==> config.mk <==
export PLATFORM = sky130hd
export DESIGN_NAME = sim_commit_monitor
export DESIGN_NICKNAME = d
export VERILOG_FILES = /design/src/rtl/sim_monitor_pkg.sv /design/src/rtl/sim_commit_counter.sv /design/src/rtl/sim_commit_monitor.sv
export SDC_FILE = /design/constraint.sdc
export NUM_CORES = 1
export LEC_CHECK = 0
export BUFFER_PORTS_ARGS = -buffer_cell sky130_fd_sc_hd__buf_2
export CAP_MARGIN = 20
export CORE_ASPECT_RATIO = 0.6
export CORE_MARGIN = 2
export CORE_UTILIZATION = 35
export DETAILED_ROUTE_END_ITERATION = 7
export PLACE_DENSITY = 0.62
export SLEW_MARGIN = 10
export SYNTH_ARGS = -nofsm -noshare
export SYNTH_HDL_FRONTEND = slang
export SYNTH_HIERARCHICAL = 1
export SYNTH_SLANG_ARGS = --single-unit
export TNS_END_PERCENT = 5
==> constraint.sdc <==
create_clock -name clock -period 4 [get_ports clock]
set_input_delay 0.6 -clock clock [delete_from_list [all_inputs] [get_ports clock]]
set_output_delay 0.6 -clock clock [all_outputs]
set_load 0.02 [all_outputs]
==> src/rtl/sim_monitor_pkg.sv <==
// Shared types and helpers for the simulation commit monitor.
package sim_monitor_pkg;

    typedef enum logic [1:0] {
        IDLE = 2'd0,
        RUN  = 2'd1,
        DONE = 2'd2
    } mon_state_e;

    // Saturating add of two unsigned values, clamped to 2^width-1 (width <= 128).
    function automatic logic [127:0] sat_add(input logic [127:0] a,
                                             input logic [127:0] b,
                                             input int           width);
        logic [128:0] w_sum;
        logic [128:0] w_lim;
        w_sum = {1'b0, a} + {1'b0, b};
        w_lim = (129'd1 << width) - 129'd1;
        return (w_sum > w_lim) ? w_lim[127:0] : w_sum[127:0];
    endfunction

endpackage

==> src/rtl/sim_commit_counter.sv <==
// Saturating CNT_W-bit accumulator with enable and freeze, used per core and for the total.
module sim_commit_counter
    import sim_monitor_pkg::*;
#(
    parameter int CNT_W = 64,
    parameter int INC_W = 4
) (
    input  logic             clock,
    input  logic             reset,
    input  logic             i_en,
    input  logic             i_freeze,
    input  logic [INC_W-1:0] i_inc,
    output logic [CNT_W-1:0] o_cnt
);

    logic [CNT_W-1:0] r_cnt;
    logic [CNT_W-1:0] w_nxt;

    always_comb begin
        w_nxt = r_cnt;
        if (i_en && !i_freeze)
            w_nxt = CNT_W'(sat_add(128'(r_cnt), 128'(i_inc), CNT_W));
    end

    always_ff @(posedge clock or posedge reset) begin
        if (reset) r_cnt <= '0;
        else       r_cnt <= w_nxt;
    end

    assign o_cnt = r_cnt;

endmodule

==> src/rtl/sim_commit_monitor.sv <==
// Condenses per-core commit reports into a registered commit strobe, retired-instruction
// counters and a sticky instruction-limit flag.
module sim_commit_monitor
    import sim_monitor_pkg::*;
#(
    parameter int NUM_CORES = 2,
    parameter int COMMIT_W  = 4,
    parameter int CNT_W     = 64
) (
    input  logic                          clock,
    input  logic                          reset,
    input  logic [NUM_CORES-1:0]          io_commit_valid,
    input  logic [NUM_CORES*COMMIT_W-1:0] io_commit_cnt,
    input  logic [CNT_W-1:0]              io_max_instr,
    output logic                          io_valid,
    output logic [NUM_CORES-1:0]          io_started,
    output logic [NUM_CORES*CNT_W-1:0]    io_core_instr,
    output logic [CNT_W-1:0]              io_total_instr,
    output logic                          io_limit_hit
);

    localparam int SUM_W = CNT_W + $clog2(NUM_CORES);

    mon_state_e             r_state;
    mon_state_e             w_state_nxt;
    logic                   r_valid;
    logic [NUM_CORES-1:0]   r_started;
    logic [NUM_CORES-1:0]   w_eff;
    logic                   w_any;
    logic                   w_frozen;
    logic                   w_limit;
    logic [SUM_W-1:0]       w_sum;
    logic [CNT_W-1:0]       w_total_nxt;

    for (genvar g = 0; g < NUM_CORES; g++) begin : g_core
        // A valid carrying a zero count is not a commit.
        assign w_eff[g] = io_commit_valid[g] && (io_commit_cnt[g*COMMIT_W +: COMMIT_W] != '0);

        sim_commit_counter #(.CNT_W(CNT_W), .INC_W(COMMIT_W)) u_cnt (
            .clock    (clock),
            .reset    (reset),
            .i_en     (w_eff[g]),
            .i_freeze (w_frozen),
            .i_inc    (io_commit_cnt[g*COMMIT_W +: COMMIT_W]),
            .o_cnt    (io_core_instr[g*CNT_W +: CNT_W])
        );
    end

    assign w_any    = |w_eff;
    assign w_frozen = (r_state == DONE);

    always_comb begin
        w_sum = '0;
        for (int i = 0; i < NUM_CORES; i++)
            if (w_eff[i]) w_sum = w_sum + SUM_W'(io_commit_cnt[i*COMMIT_W +: COMMIT_W]);
    end

    sim_commit_counter #(.CNT_W(CNT_W), .INC_W(SUM_W)) u_total (
        .clock    (clock),
        .reset    (reset),
        .i_en     (w_any),
        .i_freeze (w_frozen),
        .i_inc    (w_sum),
        .o_cnt    (io_total_instr)
    );

    // Value the total register takes at the next edge, used to raise the flag in step with it.
    always_comb begin
        w_total_nxt = io_total_instr;
        if (w_any)
            w_total_nxt = CNT_W'(sat_add(128'(io_total_instr), 128'(w_sum), CNT_W));
    end

    always_comb begin
        w_state_nxt = r_state;
        w_limit     = (io_max_instr != '0) && (w_total_nxt >= io_max_instr);
        case (r_state)
            IDLE:    if (w_any) w_state_nxt = w_limit ? DONE : RUN;
            RUN:     if (w_limit) w_state_nxt = DONE;
            DONE:    w_state_nxt = DONE;
            default: w_state_nxt = IDLE;
        endcase
    end

    always_ff @(posedge clock or posedge reset) begin
        if (reset) begin
            r_state   <= IDLE;
            r_valid   <= 1'b0;
            r_started <= '0;
        end else begin
            r_state   <= w_state_nxt;
            r_valid   <= w_any;
            r_started <= r_started | (w_eff & {NUM_CORES{!w_frozen}});
        end
    end

    assign io_valid     = r_valid;
    assign io_started   = r_started;
    assign io_limit_hit = (r_state == DONE);

endmodule
; ---- Word-level counts from Yosys, hierarchy flattened
; Index checks and enable logic that the tools add are counted.
[word_totals]
inputBits = 76
output_inout_bits = 196
regBits = 197
[classes]
n_reduce_logical = 13
n_lt_le_gt_ge = 4
n_eq_ne = 4
bitwise_logic = 2
add_sub_neg = 4
muxes = 10
[ops]
columns = op, n
row1 = $mux 64, 4
row2 = $add 64x4->65, 2
row3 = $gt 65x64->1 const B, 2
row4 = $add 64x65->66, 1
row5 = $gt 66x64->1 const B, 1
row6 = $add 65x4->65, 1
row7 = $mux 65, 1
row8 = $ge 64x64->1, 1
row9 = $reduce_bool 64->1, 1
row10 = $reduce_bool 4->1, 2
row11 = $logic_and 1x1->1, 6
row12 = $mux 2, 3
row13 = $pmux 2 s3, 1
row14 = $mux 4, 1
row15 = $and 2x2->2, 1
row16 = $eq 2x1->1 const B, 1
row17 = $eq 2x2->1 const B, 1
row18 = $logic_not 2->1, 1
row19 = $ne 2x1->1 const B, 1
row20 = $ne 2x2->1 const B, 1
row21 = $or 2x2->2, 1
row22 = $reduce_and 2->1, 1
row23 = $reduce_or 2->1, 1
row24 = $logic_not 1->1, 1

; ---- Longest topological paths before layout
[depth]
ltp_word = 14
mapped_depth = 25
ltp_nobuf = 24

; ---- By module
; The synthesis kept the hierarchy.
[by_module_without_submodules]
columns = module, seq_area_each_um2, instances, cells_per_inst, area_each_um2
row1 = sim_commit_counter (g_core[0].u_cnt ...), 1601.5, 2, 389, 3560.9
row2 = sim_commit_counter (u_total), 1601.5, 1, 782, 6125.9
row3 = sim_commit_monitor, 125.1, 1, 601, 4093.9

; ---- Worst setup path before layout
; No wires, ideal clock.
[synth_path]
path_type = input -> register
start = input port io_commit_valid[0]
end = register r_state[1]
slack_ns = -1.533
path_buffers = 0
required_ns = 3.879
arrival_time_ns = 5.412
cell_stages = 23
path_cell_list = and2_1 ha_1 inv_1 fa_1 o21ai_0 fa_1 a21o_1 a21oi_1 o21bai_1 nand4b_1 nor3_2 and3_1 nand3_1 mux2_1 ha_1 nand4_1 and4bb_2 nand3_1 a2111oi_0 a22oi_1 a31oi_1 o21ai_0 a22o_1
[synth_via]
elab_chain_len = 13
[synth_lines]
columns = item, line_no
row1 = start: declaration, sim_commit_monitor.sv:12  ; input logic [NUM_CORES-1:0] io_commit_valid,
row2 = $logic_and 1x1->1 *, sim_commit_monitor.sv:37  ; assign w_eff[g] = io_commit_valid[g] && (io_commit_cnt[g*COMMIT_W +: COMMIT_W] != '0);
row3 = $mux 4 *, sim_commit_monitor.sv:55  ; if (w_eff[i]) w_sum = w_sum + SUM_W'(io_commit_cnt[i*COMMIT_W +: COMMIT_W]);
row4 = $add 65x4->65, sim_commit_monitor.sv:55
row5 = $mux 65 *, sim_commit_monitor.sv:55
row6 = net w_sum[1], sim_commit_monitor.sv:32  ; logic [SUM_W-1:0] w_sum;
row7 = $add 64x65->66 *, sim_monitor_pkg.sv:16  ; w_sum = {1'b0, a} + {1'b0, b};
row8 = $gt 66x64->1, sim_monitor_pkg.sv:18  ; return (w_sum > w_lim) ? w_lim[127:0] : w_sum[127:0];
row9 = $mux 64 *, sim_monitor_pkg.sv:18
row10 = $mux 64 *, sim_commit_monitor.sv:70  ; if (w_any)
row11 = $ge 64x64->1 *, sim_commit_monitor.sv:76  ; w_limit = (io_max_instr != '0) && (w_total_nxt >= io_max_instr);
row12 = $logic_and 1x1->1 *, sim_commit_monitor.sv:76
row13 = $mux 2 (2 in a row), sim_commit_monitor.sv:78  ; IDLE: if (w_any) w_state_nxt = w_limit ? DONE : RUN;
row14 = $pmux 2 s3, sim_commit_monitor.sv:77  ; case (r_state)
row15 = end signal: assignment, sim_commit_monitor.sv:91  ; r_state <= w_state_nxt;
row16 = end: declaration, sim_commit_monitor.sv:24  ; mon_state_e r_state;
; Mark *: on every way through the listed nets, which the timed path passes. The rest lies on a longest branch. The select of a mux whose other input is x is not followed.
; A chain may end at the register's enable or synchronous reset.

; ---- Worst setup path after layout
; Ends and elaborated chain as after synthesis.

==> metrics <==
status finished with violations; violated checks negative setup slack; Crit Path Category primary input to flip-flop; fin worst setup slack -0.935 ns; static leakage 10.3 nW; Worst Path Arrival 5.30 ns; final wirelength 70100 um; drt drc 0; Worst Hold Class primary input to async pin; Worst Skew 0.0185 ns; largest vdd supply drop 389 uV; number of instances in the placed design 3318; FF+latch count, synth 197; vias per cell 5.69; fin crit period 4.94 ns; Yosys top cell by area dfrtp_1; total congestion overflow 0; Post-synth ARST share 1.00; worst flop-to-flop path endpoint r_state[1]$_DFFE_PP0P_; vias in the first global route 17671; share of post-route cells with drive strength above 1 0.269; first-pass GRT wire length 106000 um; Worst Tran Pin Value 0.996 ns; Worst Reg-to-Reg Cells 17; initial antenna violation count 6; Final Hold Viols 0; Initial Util 0.353; routability cong. 1.03; critical path peak fanout 7; nets 2932; ANT nets after route 0; fin cells 3371; Post-Syn Area per Cell 8.02 um2; FMAX 203 MHz; CTS root buf clkbuf_16; largest net degree at the start of global routing 66; DR pass1 iterations 6; Die Height 176 um; FP Rows 63; max-slew violations 0; RSZ-0062 raised after global routing true; Worst Setup SP io_commit_valid[0]; worst r2r src u_total/o_cnt[18]$_DFFE_PP0P_; die area 51400 um2; CTS Buf Count 17; GRT Total Usage 0.266; critical path capture point type flip-flop; pwr dens 705 nW/um2; synthesized area 17300 um2; Post-Route Utilization 0.463; Reg clk slew, reported paths 0.08 ns; final setup violating endpoints 66; post-synth top area share 0.284; TritonCTS clock tree yes; WL/cell 20.8 um; Sink Count 197; Core Area 49200 um2; Seq/Total Area, Yosys 0.284; # fillers 4905; io pins 272; period utilisation layout 1.23; Synth warnings 6; top area cells in the synthesized netlist dfrtp_1 (28%), ha_1 (11%), a21oi_1 (6.3%), nand2_1 (5.2%), nor2_1 (4.5%); Setup crit end r_state[1]$_DFFE_PP0P_; post-DP HPWL 55700 um; CP Data Required Time 4.37 ns; Max-Cap Viols 0; hold buffers post-CTS 0; vias post-DR 19182; Primary FF master, synth dfrtp_1; die extent in x 291 um; H-tree levels 4; cells after synthesis 2161; Setup TNS Final -7.51 ns; DR iter-0 viols 1948; Max-slew headroom 0.336; Clk Latency, worst-skew pair 0.48 ns; Unique masters post-synth 89; Max Root-Sink Buffers 2; Post-synth EDFFs 0; FF-to-FF setup slack -0.36 ns; port bufs 271; Layout Area Growth over Synthesis 31.3%; Worst setup SP type primary input
## worst min-delay path by stage
stage                                        from                 endpoint  slack, ns  depth (start not counted)
after floorplan                             reset  io_started[0]$_DFF_PP0_       0.38                          1
after global placement    io_started[1]$_DFF_PP0_  io_started[1]$_DFF_PP0_       0.46                          1
after detailed placement  io_started[1]$_DFF_PP0_  io_started[1]$_DFF_PP0_       0.47                          1
after CTS                                   reset       io_valid$_DFF_PP0_       0.07                          2
after global routing                        reset       io_valid$_DFF_PP0_       0.08                          2
final                                       reset       io_valid$_DFF_PP0_       0.09                          2
## layout make-up
class	count	area (um2)	share of cell area
multi-input cells	1838	12500	0.548
flip-flops and latches	197	4930	0.216
well taps	650	813	0.0357
clock inverters	12	186	0.00819
inverters	113	424	0.0186
diodes	6	15.0	0.000659
repair buffers	535	3470	0.152
clock buffers	20	457	0.0201
## kinds of logic after synthesis
| kind of cell | synth area share |
|---|---|
| compound gates | 0.196 |
| buf+inv | 0.0445 |
| flops | 0.284 |
| simple gates | 0.271 |
| other cells | 0.000216 |
| xor+xnor | 0.0586 |
| fa+ha+maj | 0.113 |
| mux | 0.0317 |
## cells in the mapped netlist, drive strengths merged (6+ instances only)
cell type,number
nor3,40
a21o,36
o31ai,11
xnor2,55
clkbuf,44
dfrtp,197
nor4,47
mux2i,11
nand3,104
and3,48
nand4,80
o21a,22
nor2b,11
ha,149
nand2b,15
a211o,6
o21bai,21
a31oi,56
o21ai,80
or4,8
a41oi,9
a221oi,6
o22a,13
mux2,39
xor2,61
nor2,211
inv,113
or3,27
buf,29
nand2,243
and2,23
a211oi,19
a21oi,220
and4,39
## placed cells by master, fill, tap and decap left out, types with 7 or more instances in the layout
cell type and instances:
conb_1 61, and4_1 34, a21oi_1 205, o21ai_0 55
nand4_1 76, inv_1 108, and3_1 47, buf_2 268
clkbuf_16 19, or3_1 26, nand2b_1 15, buf_4 253
xnor2_1 55, nand3_1 95, a31oi_1 52, o21a_1 22
ha_4 12, and2_1 20, nor2b_1 9, buf_6 7
o31ai_1 10, nand2_1 241, mux2i_1 10, o21ai_1 17
dfrtp_1 197, o22a_1 13, ha_1 136, nand3_2 8
a21o_1 36, xor2_1 60, nor3_1 32, a21oi_2 12
a211oi_1 17, nor4_1 42, mux2_2 35, o21bai_1 18
nor2_1 207, a41oi_1 8
## state kept, by name, summed over array words and instances (netlist names)
register,flops
g_core.u_cnt/o_cnt,128
u_total/o_cnt,64
io_started,2
r_state,2
io_valid,1
## layer usage
layer  part of all wire  track usage
met1               0.48        0.403
met2               0.41        0.374
met3              0.083       0.0587
met4              0.023       0.0694
met5                  0            0
## where the power goes
part           leakage (nW)  switching, mW  internal (mW)  total (mW)
Combinational          7.57           6.86           4.52        11.4
Clock                 0.315          0.912           1.10        2.01
Sequential             2.39          0.286           2.38        2.67
## what timing repair did
action / 4_1_cts / 5_1_grt
endpoints found under the setup margin: 66 / 66
gates resized for setup: 49 / 48
pin swaps: 38 / 24
gates cloned: 0 / 2
buffers inserted: 12 / 2
## critical path, cell delays in order
cell,delay (ns)
buf_6,0.09
and2_4,0.16
ha_4,0.16
inv_2,0.05
fa_2,0.45
o21ai_4,0.19
buf_6,0.14
fa_2,0.19
a21o_1,0.13
a21oi_2,0.08
o21bai_4,0.20
nand4b_1,0.21
nor3_4,0.26
and3_1,0.21
nand3_2,0.08
mux2_4,0.32
ha_4,0.26
nand4_1,0.13
and4bb_2,0.37
nand3_4,0.10
a2111oi_4,0.23
a22oi_2,0.12
a31oi_2,0.21
o21ai_1,0.12
a22o_1,0.22
## through the flow
step                area (um2)  hold WS, ns  setup WS (ns)  power [mW]
finish                   22800       0.0922         -0.935        16.1
global route             22800       0.0795          -1.09        17.2
CTS                      22400       0.0707         -0.933        15.4
detailed placement       21400        0.465          -1.75        13.1
global placement         21400        0.459          -1.70        12.9
floorplan                17700        0.379          -1.06        9.05
Power figures use the tool's default switching activity.
